==> config.mk <==
export PLATFORM = sky130hd
export DESIGN_NAME = imem_boot_loader
export DESIGN_NICKNAME = d
export VERILOG_FILES = /design/src/rtl/imem_boot_pkg.sv /design/src/rtl/imem_boot_loader_word_assembler.sv /design/src/rtl/imem_boot_loader.sv
export SDC_FILE = /design/constraint.sdc
export NUM_CORES = 1
export LEC_CHECK = 0
export ABC_CLOCK_PERIOD_IN_PS = 3700
export BUFFER_PORTS_ARGS = -buffer_cell sky130_fd_sc_hd__buf_2
export CORE_ASPECT_RATIO = 2
export CORE_MARGIN = 2
export CORE_UTILIZATION = 57
export CTS_CLUSTER_DIAMETER = 50
export DETAILED_ROUTE_END_ITERATION = 10
export HOLD_SLACK_MARGIN = 0.03
export PLACE_DENSITY = 0.84
export SETUP_SLACK_MARGIN = 0.2
export SYNTH_ARGS = -nofsm -noshare
export SYNTH_HDL_FRONTEND = slang
export SYNTH_SLANG_ARGS = --single-unit
==> constraint.sdc <==
create_clock -name clk -period 3.7 [get_ports clk]
set_input_delay 1.11 -clock clk [delete_from_list [all_inputs] [get_ports clk]]
set_output_delay 1.11 -clock clk [all_outputs]
set_load 0.02 [all_outputs]
==> src/rtl/imem_boot_pkg.sv <==
// ---------------------------------------------------------------------------
// imem_boot_pkg
// Purpose : Shared types and constants for the instruction-memory boot
//           loader: FSM state encoding, bytes-per-word constant and a small
//           helper that says which states are part of an active load.
// Ports   : none (package)
// ---------------------------------------------------------------------------
package imem_boot_pkg;

  typedef enum logic [2:0] {
    IDLE   = 3'd0,
    LEN_HI = 3'd1,
    LEN_LO = 3'd2,
    DATA   = 3'd3,
    CHK    = 3'd4,
    RUN    = 3'd5,
    ERROR  = 3'd6
  } state_e;

  localparam int BYTES_PER_WORD = 4;
  localparam int BYTE_CNT_W     = $clog2(BYTES_PER_WORD);

  // States in which the loader is consuming the byte stream.
  function automatic logic is_loading(input state_e s);
    return (s == LEN_HI) || (s == LEN_LO) || (s == DATA) || (s == CHK);
  endfunction

endpackage

==> src/rtl/imem_boot_loader_word_assembler.sv <==
// ---------------------------------------------------------------------------
// word_assembler
// Purpose : Packs accepted stream bytes big-endian into 32-bit words. The
//           first byte of a word lands in bits 31:24. When the last byte of
//           a word is accepted, the assembled word and a one-cycle valid
//           pulse appear on the following cycle.
// Ports   :
//   clk           system clock
//   rst_n         asynchronous active-low reset
//   i_clear       restart the byte counter (new load)
//   i_byte_accept a data byte is transferred this cycle
//   i_byte        the data byte
//   o_last_byte   the next accepted byte completes a word (combinational)
//   o_word_valid  registered one-cycle pulse, o_word holds a complete word
//   o_word        registered assembled word
// ---------------------------------------------------------------------------
module word_assembler
  import imem_boot_pkg::*;
(
  input  logic        clk,
  input  logic        rst_n,
  input  logic        i_clear,
  input  logic        i_byte_accept,
  input  logic [7:0]  i_byte,
  output logic        o_last_byte,
  output logic        o_word_valid,
  output logic [31:0] o_word
);

  localparam logic [BYTE_CNT_W-1:0] LAST_IDX = BYTE_CNT_W'(BYTES_PER_WORD - 1);
  localparam logic [BYTE_CNT_W-1:0] CNT_ONE  = BYTE_CNT_W'(1);

  logic [BYTE_CNT_W-1:0] r_cnt;
  // Only the first three bytes need holding; the fourth is taken directly.
  logic [23:0]           r_shift;
  logic                  r_word_valid;
  logic [31:0]           r_word;

  assign o_last_byte  = (r_cnt == LAST_IDX);
  assign o_word_valid = r_word_valid;
  assign o_word       = r_word;

  always_ff @(posedge clk or negedge rst_n) begin
    if (!rst_n) begin
      r_cnt        <= '0;
      r_shift      <= '0;
      r_word_valid <= 1'b0;
      r_word       <= '0;
    end else begin
      r_word_valid <= 1'b0;
      if (i_clear) begin
        r_cnt   <= '0;
        r_shift <= '0;
      end else if (i_byte_accept) begin
        r_shift <= {r_shift[15:0], i_byte};
        if (o_last_byte) begin
          r_word       <= {r_shift, i_byte};
          r_word_valid <= 1'b1;
          r_cnt        <= '0;
        end else begin
          r_cnt <= r_cnt + CNT_ONE;
        end
      end
    end
  end

endmodule

==> src/rtl/imem_boot_loader.sv <==
// ---------------------------------------------------------------------------
// imem_boot_loader
// Purpose : Synthesizable instruction-memory preloader for the single-cycle
//           MIPS core. Receives LEN_HI, LEN_LO, N*4 data bytes and an XOR
//           checksum byte over a valid/ready handshake, writes the words to
//           imem from address 0 and releases the CPU reset only once the
//           checksum matches.
// Ports   :
//   clk, rst_n    clock, asynchronous active-low reset
//   start         pulse that begins/restarts a load (ignored while busy)
//   byte_valid    byte_data is valid
//   byte_data     stream byte
//   byte_ready    loader accepts a byte this cycle (decoded from state)
//   imem_we       one-cycle instruction-memory write strobe
//   imem_addr     word address of the write
//   imem_wdata    instruction word
//   cpu_rst_n     active-low reset to the core, high only in RUN
//   busy          load in progress
//   done          image loaded and checksum verified
//   error         length out of range or checksum mismatch
//   words_loaded  words written in the current or last load
// ---------------------------------------------------------------------------
module imem_boot_loader
  import imem_boot_pkg::*;
#(
  parameter int DEPTH  = 1024,
  parameter int ADDR_W = 10
) (
  input  logic              clk,
  input  logic              rst_n,
  input  logic              start,
  input  logic              byte_valid,
  input  logic [7:0]        byte_data,
  output logic              byte_ready,
  output logic              imem_we,
  output logic [ADDR_W-1:0] imem_addr,
  output logic [31:0]       imem_wdata,
  output logic              cpu_rst_n,
  output logic              busy,
  output logic              done,
  output logic              error,
  output logic [ADDR_W:0]   words_loaded
);

  localparam logic [31:0]   DEPTH_U = DEPTH;
  localparam logic [ADDR_W:0] WL_ONE = (ADDR_W+1)'(1);

  state_e            r_state;
  logic [7:0]        r_len_hi;
  logic [ADDR_W:0]   r_len;
  logic [7:0]        r_chk;
  logic [ADDR_W-1:0] r_imem_addr;
  logic [ADDR_W:0]   r_words_loaded;
  logic              r_busy;
  logic              r_done;
  logic              r_error;
  logic              r_cpu_rst_n;

  logic              w_accept;
  logic              w_clear;
  logic              w_data_accept;
  logic              w_last_byte;
  logic              w_word_valid;
  logic [31:0]       w_word;
  logic [15:0]       w_len_full;
  logic              w_last_word;

  assign byte_ready    = is_loading(r_state);
  assign w_accept      = byte_valid && byte_ready;
  assign w_data_accept = w_accept && (r_state == DATA);
  // start only has effect outside an active load
  assign w_clear       = start && !is_loading(r_state);
  assign w_len_full    = {r_len_hi, byte_data};
  assign w_last_word   = ((r_words_loaded + WL_ONE) == r_len);

  word_assembler u_word_assembler (
    .clk          (clk),
    .rst_n        (rst_n),
    .i_clear      (w_clear),
    .i_byte_accept(w_data_accept),
    .i_byte       (byte_data),
    .o_last_byte  (w_last_byte),
    .o_word_valid (w_word_valid),
    .o_word       (w_word)
  );

  // Write strobe and data come straight from the assembler's registers;
  // imem_addr is latched on the same edge that raises the strobe.
  assign imem_we      = w_word_valid;
  assign imem_wdata   = w_word;
  assign imem_addr    = r_imem_addr;
  assign cpu_rst_n    = r_cpu_rst_n;
  assign busy         = r_busy;
  assign done         = r_done;
  assign error        = r_error;
  assign words_loaded = r_words_loaded;

  always_ff @(posedge clk or negedge rst_n) begin
    if (!rst_n) begin
      r_state        <= IDLE;
      r_len_hi       <= '0;
      r_len          <= '0;
      r_chk          <= '0;
      r_imem_addr    <= '0;
      r_words_loaded <= '0;
      r_busy         <= 1'b0;
      r_done         <= 1'b0;
      r_error        <= 1'b0;
      r_cpu_rst_n    <= 1'b0;
    end else begin
      case (r_state)
        IDLE, RUN, ERROR: begin
          if (start) begin
            r_state        <= LEN_HI;
            r_words_loaded <= '0;
            r_chk          <= '0;
            r_busy         <= 1'b1;
            r_done         <= 1'b0;
            r_error        <= 1'b0;
            r_cpu_rst_n    <= 1'b0;
          end
        end
        LEN_HI: begin
          if (w_accept) begin
            r_len_hi <= byte_data;
            r_state  <= LEN_LO;
          end
        end
        LEN_LO: begin
          if (w_accept) begin
            if (w_len_full == 16'd0) begin
              r_len   <= '0;
              r_state <= CHK;
            end else if ({16'd0, w_len_full} > DEPTH_U) begin
              r_state <= ERROR;
              r_busy  <= 1'b0;
              r_error <= 1'b1;
            end else begin
              r_len   <= w_len_full[ADDR_W:0];
              r_state <= DATA;
            end
          end
        end
        DATA: begin
          if (w_accept) begin
            r_chk <= r_chk ^ byte_data;
            if (w_last_byte) begin
              // Word index of the write the assembler issues next cycle.
              r_imem_addr    <= r_words_loaded[ADDR_W-1:0];
              r_words_loaded <= r_words_loaded + WL_ONE;
              if (w_last_word) begin
                r_state <= CHK;
              end
            end
          end
        end
        CHK: begin
          if (w_accept) begin
            r_busy <= 1'b0;
            if (byte_data == r_chk) begin
              r_state     <= RUN;
              r_done      <= 1'b1;
              r_cpu_rst_n <= 1'b1;
            end else begin
              r_state <= ERROR;
              r_error <= 1'b1;
            end
          end
        end
        default: begin
          r_state <= IDLE;
          r_busy  <= 1'b0;
        end
      endcase
    end
  end

endmodule

==> run metrics, run 1 <==
wire length of the first global-routing pass 21300 µm; initial standard-cell utilization of the core 58.3%; Initial DRC Count 367; share of layout cells above drive strength 1 20.0%; pre-CTS WS 0.532 ns; Post-synth top flop dfrtp_1; CP Data Required Time 2.59 ns; cell type contributing the most total cell area after synthesis dfrtp_1; Critical Path End Type output port; DP Area 5580 µm²; share of the synthesized area in the top cell type 54.5%; unrepaired setup endpoints after global routing false; Worst Slack Setup Final 0.795 ns; Die Footprint 9920 µm²; Final setup viols 0; end point of the most critical hold path imem_addr[1]$_DFFE_PN0P_; via count of the first global-routing pass 4303; routed wire length per instance 17.1 µm; Yosys warnings 0; die boundary height 139 µm; via count normalized by instance count 5.78; netlist area before placement 5180 µm²; FFs w/ async S/R, synth 100%; classification of the worst setup path flop to output port; path type of the worst min-delay path flop to flop; number of gates resized after CTS 0; CP Launch Type flop; horizontal die dimension 71.4 µm; origin of the worst min-delay path imem_addr[1]$_DFFE_PN0P_; GRT Residual Overflow 0; count of buffers from port buffering 70; portion of the clock cycle consumed by the worst path in the final layout 78.5%; run status finished, final reports clean; number of buffers on the longest clock path 2; average instance area after synthesis 9.26 µm²; DRC errors left 0; routed wire length 12600 µm; placed wire-length estimate 8640 µm; layout-stage area growth over the synthesis result 18.5%; number of clock buffers inserted by TritonCTS 17; final hold viol count 0; count of unique library cells instantiated by Yosys 55; Post-CTS Setup Bufs 0; net count after synthesis 574; deepest level of the CTS H-tree 4; VDD IR-drop max 506 µV; global-route usage over all layers 27.7%; maximum clock frequency 0.344 GHz; Sum Neg Setup Slack 0 ns; fin. max-slew vios 0; Arrival @ worst endpoint 1.79 ns; final-stage net count 637; pwr dens 732 nW/µm²; area of the core region 8890 µm²; fill count 689; number of enable flip-flop cells after synthesis 0; largest cells by area after synthesis dfrtp_1, nand2_1, o21ai_0; CTS tree done; number of antenna violations at the first check in global routing 0; count of nets left with antenna violations after detail routing 0; R2R Setup Slk 1.35 ns; clock sinks 113; cell leakage power 3.16 nW; CTS Hold Bufs 0; clk_skew 0.00534 ns; clock slew seen by the registers of the worst setup and hold paths 0.05 ns; register bit total from synthesis 113; Overall Power 0.00450 W; share of the yosys chip area belonging to registers 54.5%; worst max-slew margin expressed relative to the limit 51.5%; pin count of the biggest net entering global routing 58; RR Startpoint words_loaded[0]$_DFFE_PN0P_; Rows 49; global placer's final weighted congestion 0.939; worst hold path depth 2; most common library cells after synthesis nand2_1, dfrtp_1, o21ai_0; final critical path time including I/O delays and setup 2.90 ns; r2r worst-path depth 7; max-capacitance violation count 0; worst r2r dst r_state[2]$_DFFE_PN0P_; total I/O pin count 71; post-synthesis cell count 560; Tightest Pin Transition 0.727 ns; highest net fanout along the worst path 16; ANT cells 0; clock latency reported for the late side of the worst-skew pair 0.41 ns; total iterations of the first detailed-routing run 4; total vias in the final route 4257; post-route standard cell area excluding fillers 6140 µm²; dominant cell by count in the synthesized netlist nand2_1; CTS root buffer clkbuf_16
-- critical path, stage by stage (launching register included) --
cell and delay [ns]:
dfrtp_1 0.61, nor2_1 0.16, xnor2_1 0.37, buf_2 0.24
-- sequential cells by signal, summed over array words and instances, names as in the netlist --
register / cells
u_word_assembler.o_word: 32
u_word_assembler.r_shift: 24
r_len: 11
words_loaded: 11
imem_addr: 10
r_chk: 8
r_len_hi: 8
r_state: 3
u_word_assembler.r_cnt: 2
busy: 1
cpu_rst_n: 1
error: 1
u_word_assembler.o_word_valid: 1
-- cells by family after synthesis --
family,synth area share (%)
fa+ha+maj,0.483
mux,5.24
compound gates,11.1
xor+xnor,3.81
simple gates,21.7
buf+inv,3.11
flops,54.5
-- cell type report --
type	count	area, µm²	share of cell area [%]
flip-flops and latches	113	2830	46.0
multi-input cells	410	2200	35.8
clock buffers	22	484	7.88
repair buffers	75	403	6.56
well taps	102	128	2.08
clock inverters	9	82.6	1.34
inverters	6	22.5	0.367
-- through the flow --
| stage | hold slack [ns] | std cells | utilization [%] |
|---|---|---|---|
| final | 0.464 | 737 | 69.1 |
| after global routing | 0.485 | 737 | 69.1 |
| after CTS | 0.467 | 737 | 69.1 |
| after detailed placement | 0.453 | 706 | 62.7 |
| after global placement | 0.448 | 706 | 62.7 |
| after floorplan | 0.439 | 560 | - |
-- per-layer routing --
metal,GRT usage [%],share of wire [%],up-vias
li1,-,-,2006
met1,31.8,37,2071
met2,46.6,53,142
met3,5.96,4.3,38
met4,15.7,5.1,0
met5,0,0,-
-- worst max-delay path by stage --
stage	startpoint	endpoint	slack, ns	cells after the start
3_5_place_dp	byte_data[0]	r_len[0]$_DFFE_PN0P_	0.53	7
6_report	r_state[1]$_DFFE_PN0P_	byte_ready	0.80	3
3_3_place_gp	byte_data[0]	r_len[3]$_DFFE_PN0P_	0.56	7
5_1_grt	r_state[1]$_DFFE_PN0P_	byte_ready	0.65	3
2_1_floorplan	byte_data[0]	r_len[0]$_DFFE_PN0P_	0.98	7
4_1_cts	r_state[1]$_DFFE_PN0P_	byte_ready	0.82	3
-- layout by cell type, fill, tap and decap left out, types with 3 or more instances in the layout --
cell,instances
nor4_1,5
buf_2,69
nand3_1,10
clkbuf_16,17
nor3b_1,3
a21oi_1,33
a31oi_1,3
mux2_4,10
or3_1,4
inv_1,6
o21ai_0,45
nor2b_1,5
dfrtp_1,113
clkinv_2,4
nor3_1,4
buf_4,5
mux2_2,9
nor2_1,29
xor2_1,13
nand4_1,4
clkbuf_8,4
xnor2_1,7
nand2_1,186
-- power by group --
group	internal (W)	switching, W
combinational	0.000456	0.000661
clock	0.000985	0.000546
sequential	0.00154	0.000309
total	0.00298	0.00152
Note: power is estimated with default switching activity, not from simulation.
==> inputs of run 2 (changes only) <==
--- a/config.mk
+++ b/config.mk
@@ -5,7 +5,7 @@
 export SDC_FILE = /design/constraint.sdc
 export NUM_CORES = 1
 export LEC_CHECK = 0
-export ABC_CLOCK_PERIOD_IN_PS = 3700
+export ABC_CLOCK_PERIOD_IN_PS = 2800
 export BUFFER_PORTS_ARGS = -buffer_cell sky130_fd_sc_hd__buf_2
 export CORE_ASPECT_RATIO = 2
 export CORE_MARGIN = 2
==> constraint.sdc (replaced) <==
create_clock -name clk -period 2.8 [get_ports clk]
set_input_delay 0.84 -clock clk [delete_from_list [all_inputs] [get_ports clk]]
set_output_delay 0.84 -clock clk [all_outputs]
set_load 0.02 [all_outputs]
==> run 2 against run 1 <==
Wire length up 1.5%. Sequential share of layout area decreased by 1.2 points. Register-to-register slack worse by 0.99 ns.
==> run metrics, run 2 (same netlist as run 1, synthesis figures left out) <==
global placer's final weighted congestion 0.952 (+1.4%); wire length of the first global-routing pass 20900 µm (-1.9%); max incr delay on CP 0.50 ns (-0.11 ns); classification of the worst setup path flop to output port; via count normalized by instance count 5.82 (+0.69%); utilization after layout 71.0% (+1.9 points); Post-CTS Setup Bufs 0 (unchanged); most frequent cells in the layout nand2_1, dfrtp_1, buf_2; kind of cell adding the most delay to the critical path flip-flops; max-capacitance violation count 0 (unchanged); Critical Path End Type output port; Arrival @ worst endpoint 1.63 ns (-0.16 ns); CTS tree done; CTS root buffer clkbuf_16; final-stage net count 649 (+1.9%); Sum Neg Setup Slack 0 ns (unchanged); unrepaired setup endpoints after global routing false; VDD IR-drop max 698 µV (+38%); cell-by-cell listing of the critical path nor2_1, xnor2_2, buf_2; internal power of the cells 0.00416 W (+40%); area of the core region 8890 µm² (unchanged); highest net fanout along the worst path 16 (unchanged); portion of total power attributed to the clock network 36.4% (+2.4 points); clock latency reported for the late side of the worst-skew pair 0.42 ns (about the same); count of nets left with antenna violations after detail routing 0 (unchanged); GRT Residual Overflow 0 (unchanged); placed wire-length estimate 8710 µm (+0.81%); clock sinks 113 (unchanged); pin count of the biggest net entering global routing 53 (-8.6%); portion of the clock cycle consumed by the worst path in the final layout 88.1%; number of gates resized after CTS 0 (unchanged); total I/O pin count 71 (unchanged); Bufs and invs on worst path 1 (unchanged); Die Footprint 9920 µm² (unchanged); number of flip-flops in the largest register 32 (unchanged); routed wire length 12800 µm (+1.5%); initial standard-cell utilization of the core 58.3% (unchanged); run status finished, final reports clean; via count of the first global-routing pass 4308 (+0.12%); clk_skew 0.00760 ns (+0.00226 ns); power share of the sequential group 39.3% (-1.8 points); pwr dens 978 nW/µm² (+34%); die boundary height 139 µm (unchanged); share of layout cells above drive strength 1 21.6% (+1.6 points); total vias in the final route 4362 (+2.5%); ANT cells 0 (unchanged); global-route usage over all layers 27.5% (-0.12 points); fraction of power spent switching nets 32.6% (-1.1 points); DRC errors left 0 (unchanged); fin. max-slew vios 0 (unchanged); maximum clock frequency 0.405 GHz; Overall Power 0.00618 W (+37%); Initial DRC Count 385 (+4.9%); CP Launch Type flop; clock slew seen by the registers of the worst setup and hold paths 0.05 ns (about the same); number of clock buffers inserted by TritonCTS 17 (unchanged); final hold viol count 0 (unchanged); cell leakage power 3.26 nW (+2.9%); layout-stage area growth over the synthesis result 21.8%; horizontal die dimension 71.4 µm (unchanged); number of buffers on the longest clock path 2 (unchanged); routed wire length per instance 17.0 µm (-0.27%); total iterations of the first detailed-routing run 5 (+1); Net Switching 0.00201 W (+33%); Rows 49 (unchanged); CTS Hold Bufs 0 (unchanged); count of buffers from port buffering 70 (unchanged); path type of the worst min-delay path primary input to asynchronous set/reset pin; worst max-slew margin expressed relative to the limit 56.3% (+4.7 points); Max stage delay cell, worst path dfrtp_2; CP Data Required Time 1.96 ns (-0.63 ns); portion of total power attributed to combinational logic 24.3% (-0.5 points); most common library cell in the layout ignoring fill and taps nand2_1; deepest level of the CTS H-tree 4 (unchanged); Final setup viols 0 (unchanged); final critical path time including I/O delays and setup 2.47 ns; number of antenna violations at the first check in global routing 0 (unchanged); Tightest Pin Transition 0.656 ns (-0.0707 ns)
==> run 2: path summary, 6_finish.rpt <==
kind                                                          from                                       end  slack (ns)  cells past startpoint
hold reg to reg            u_word_assembler.o_word[16]$_DFFE_PN0P_   u_word_assembler.o_word[16]$_DFFE_PN0P_        0.47                      2
hold / removal                                               rst_n    u_word_assembler.o_word[4]$_DFFE_PN0P_        0.45                      1
setup reg to reg                       words_loaded[0]$_DFFE_PN0P_                    r_state[2]$_DFFE_PN0P_        0.36                      7
max in group asynchronous                                    rst_n  u_word_assembler.r_shift[14]$_DFFE_PN0P_        1.65                      2
setup / recovery                            r_state[1]$_DFFE_PN0P_                                byte_ready        0.33                      3
min in group clk           u_word_assembler.o_word[16]$_DFFE_PN0P_   u_word_assembler.o_word[16]$_DFFE_PN0P_        0.47                      2
==> run 2: area by class of cell <==
type / count / area, µm²
clock buffers: 21 / 450
inverters: 6 / 22.5
well taps: 102 / 128
flip-flops and latches: 113 / 2830
repair buffers: 87 / 518
multi-input cells: 410 / 2200
clock inverters: 11 / 161
fillers: 625 / 2580
==> run 2: metrics by stage <==
stage | setup WS, ns | instance area, µm² | hold slack [ns] | std cells
detailed placement | 0.0492 | 5690 | 0.454 | 718
floorplan | 0.347 | 5180 | 0.439 | 560
global placement | 0.0754 | 5690 | 0.450 | 718
global route | 0.241 | 6310 | 0.489 | 750
CTS | 0.207 | 6300 | 0.467 | 750
finish | 0.334 | 6310 | 0.447 | 750
==> run 2: power by group through the flow <==
stage | Sequential, W | Clock [W] | Combinational, W
detailed placement | 0.00243 | 0 | 0.00146
floorplan | 0.00239 | 0 | 0.00102
global placement | 0.00240 | 0 | 0.00138
finish | 0.00243 | 0.00225 | 0.00150
CTS | 0.00241 | 0.00226 | 0.00149
global route | 0.00247 | 0.00233 | 0.00165
==> run 2: layer usage <==
layer / share of wire, % / vias up / global-route usage [%]
met5: 0 / - / 0
met4: 4.5 / 0 / 15.9
met3: 4.3 / 41 / 6.61
met2: 54 / 161 / 45.6
met1: 38 / 2128 / 31.8
li1: - / 2032 / -
==> run 2: worst register-to-register path: stages, from the launching register on <==
cell	delay, ns
dfrtp_1	0.47
ha_1	0.32
nor4bb_1	0.30
a2111oi_0	0.13
nor4b_1	0.49
o211ai_1	0.20
o21bai_1	0.25
a21boi_0	0.20
==> inputs of run 3 (changes only) <==
--- a/config.mk
+++ b/config.mk
@@ -7,13 +7,15 @@
 export LEC_CHECK = 0
 export ABC_CLOCK_PERIOD_IN_PS = 2800
 export BUFFER_PORTS_ARGS = -buffer_cell sky130_fd_sc_hd__buf_2
+export CELL_PAD_IN_SITES_DETAIL_PLACEMENT = 1
+export CELL_PAD_IN_SITES_GLOBAL_PLACEMENT = 2
 export CORE_ASPECT_RATIO = 2
 export CORE_MARGIN = 2
-export CORE_UTILIZATION = 57
+export CORE_UTILIZATION = 35
 export CTS_CLUSTER_DIAMETER = 50
 export DETAILED_ROUTE_END_ITERATION = 10
 export HOLD_SLACK_MARGIN = 0.03
-export PLACE_DENSITY = 0.84
+export PLACE_DENSITY = 0.83
 export SETUP_SLACK_MARGIN = 0.2
 export SYNTH_ARGS = -nofsm -noshare
 export SYNTH_HDL_FRONTEND = slang
==> run 3 against run 2 <==
Register-to-register slack gained 0.15 ns. Clock power up 9.3%. Critical endpoint unchanged. Sequential share of layout area fell by 1.6 points.
==> run metrics, run 3 (same netlist as run 1, synthesis figures left out) <==
layout-stage area growth over the synthesis result 26.2%; area of the core region 14700 µm² (+65%); VDD IR-drop max 505 µV (-28%); utilization after layout 44.6% (-26 points); Arrival @ worst endpoint 1.59 ns (-0.04 ns); Tightest Pin Transition 0.615 ns (-0.0414 ns); share of layout cells above drive strength 1 22.7% (+1.1 points); final critical path time including I/O delays and setup 2.43 ns (-0.0378 ns); number of flip-flops in the largest register 32 (unchanged); clk_skew 0.00940 ns (+0.00180 ns); fin. max-slew vios 0 (unchanged); max-capacitance violation count 0 (unchanged); path type of the worst min-delay path primary input to asynchronous set/reset pin; portion of the clock cycle consumed by the worst path in the final layout 86.7% (-1.3 points); highest net fanout along the worst path 16 (unchanged); classification of the worst setup path flop to output port; Die Footprint 15900 µm² (+60%); number of clock buffers inserted by TritonCTS 17 (unchanged); pin count of the biggest net entering global routing 60 (+13%); routed wire length per instance 16.1 µm (-5.6%); power share of the sequential group 38.0% (-1.3 points); global-route usage over all layers 18.1% (-9.5 points); pre-CTS WS 0.0714 ns (+0.0222 ns); most common library cell in the layout ignoring fill and taps nand2_1; cell leakage power 3.30 nW (+1.4%); clock slew seen by the registers of the worst setup and hold paths 0.06 ns (about the same); portion of total power attributed to combinational logic 23.6% (-0.7 points); portion of total power attributed to the clock network 38.4% (+2.0 points); clock sinks 113 (unchanged); routed wire length 13600 µm (+6.8%); pwr dens 979 nW/µm² (about the same); Post-CTS Setup Bufs 0 (unchanged); unrepaired setup endpoints after global routing false; fill count 1735 (+180%); via count of the first global-routing pass 4515 (+4.8%); fraction of power spent switching nets 31.7% (-0.86 points); count of nets left with antenna violations after detail routing 0 (unchanged); CTS root buffer clkbuf_16; Net Switching 0.00203 W (+0.89%); via count normalized by instance count 5.05 (-13%); run status finished, final reports clean; Sum Neg Setup Slack 0 ns (unchanged); total vias in the final route 4279 (-1.9%); cell count after placement 816 (+14%); ANT cells 0 (unchanged); Initial DRC Count 216 (-44%); internal power of the cells 0.00437 W (+5.0%); GRT Residual Overflow 0 (unchanged); number of buffers on the longest clock path 2 (unchanged); number of antenna violations at the first check in global routing 0 (unchanged); total I/O pin count 71 (unchanged); count of buffers from port buffering 70 (unchanged); non-filler instance count after layout 848 (+13%); CTS tree done; worst max-slew margin expressed relative to the limit 59.0% (+2.8 points); placed wire-length estimate 9400 µm (+7.9%); initial standard-cell utilization of the core 35.4% (-23 points); horizontal die dimension 90.1 µm (+26%); total iterations of the first detailed-routing run 4 (-1); deepest level of the CTS H-tree 4 (unchanged); die boundary height 176 µm (+27%); Critical Path End Type output port; Overall Power 0.00640 W (+3.6%); clock latency reported for the late side of the worst-skew pair 0.41 ns (about the same); final-stage net count 654 (+0.77%); CP Data Required Time 1.96 ns (about the same); CP Launch Type flop; most frequent cells in the layout nand2_1, dfrtp_1, buf_2; Worst Slack Setup Final 0.371 ns (+0.0378 ns); final hold viol count 0 (unchanged); DRC errors left 0 (unchanged); Rows 63 (+29%); Final setup viols 0 (unchanged); maximum clock frequency 0.412 GHz (+1.6%); wire length of the first global-routing pass 23000 µm (+10%); global placer's final weighted congestion 0.774 (-19%)
## run 3: power by group through the flow
stage	Clock (W)	Sequential, W	Combinational, W
final	0.00246	0.00243	0.00151
after global routing	0.00256	0.00249	0.00169
after CTS	0.00251	0.00242	0.00152
after detailed placement	0	0.00244	0.00150
after global placement	0	0.00242	0.00144
after floorplan	0	0.00239	0.00102
## run 3: worst max-delay path: stages, from the launching register on
cell and delay (ns):
dfrtp_2 0.51, nor2_1 0.27, xnor2_2 0.18, buf_2 0.21
## run 3: final timing paths
check,depth (start not counted),slack (ns),startpoint,endpoint
worst min-delay path,1,0.32,rst_n,imem_addr[5]$_DFFE_PN0P_
min in group clk,2,0.46,u_word_assembler.o_word[20]$_DFFE_PN0P_,u_word_assembler.o_word[20]$_DFFE_PN0P_
max in group asynchronous,2,1.87,rst_n,u_word_assembler.r_shift[9]$_DFFE_PN0P_
worst max-delay path,3,0.37,r_state[1]$_DFFE_PN0P_,byte_ready
worst max register to register,7,0.51,words_loaded[0]$_DFFE_PN0P_,r_state[2]$_DFFE_PN0P_
worst min register to register,2,0.46,u_word_assembler.o_word[20]$_DFFE_PN0P_,u_word_assembler.o_word[20]$_DFFE_PN0P_
## run 3: through the flow
| stage | hold WS, ns | area, µm² |
|---|---|---|
| 4_1_cts | 0.316 | 6530 |
| 3_3_place_gp | 0.452 | 5850 |
| 2_1_floorplan | 0.439 | 5180 |
| 6_report | 0.321 | 6540 |
| 3_5_place_dp | 0.457 | 5850 |
| 5_1_grt | 0.334 | 6540 |
## run 3: cell type report
type                    instances  area [µm²]  area share, %
well taps                     195         244           3.73
repair buffers                 92         556           8.49
clock inverters                12         230           3.52
clock buffers                  20         447           6.83
multi-input cells             410        2210           33.8
flip-flops and latches        113        2830           43.2
inverters                       6        22.5          0.344
## run 3: per-layer routing
metal	track usage [%]	up-vias	part of all wire (%)
met3	4.01	20	3.3
met2	30.6	86	50
met1	22.8	2128	45
li1	-	2045	-
met5	0	-	0
met4	6.47	0	1.9
## run 3: what timing repair did
item | CTS | global route
hold buffers | 0 | 0
resized for setup | 1 | 2
endpoints found under the hold margin | 0 | 0
setup endpoints to repair | 1 | 4
pin swaps | 0 | 0
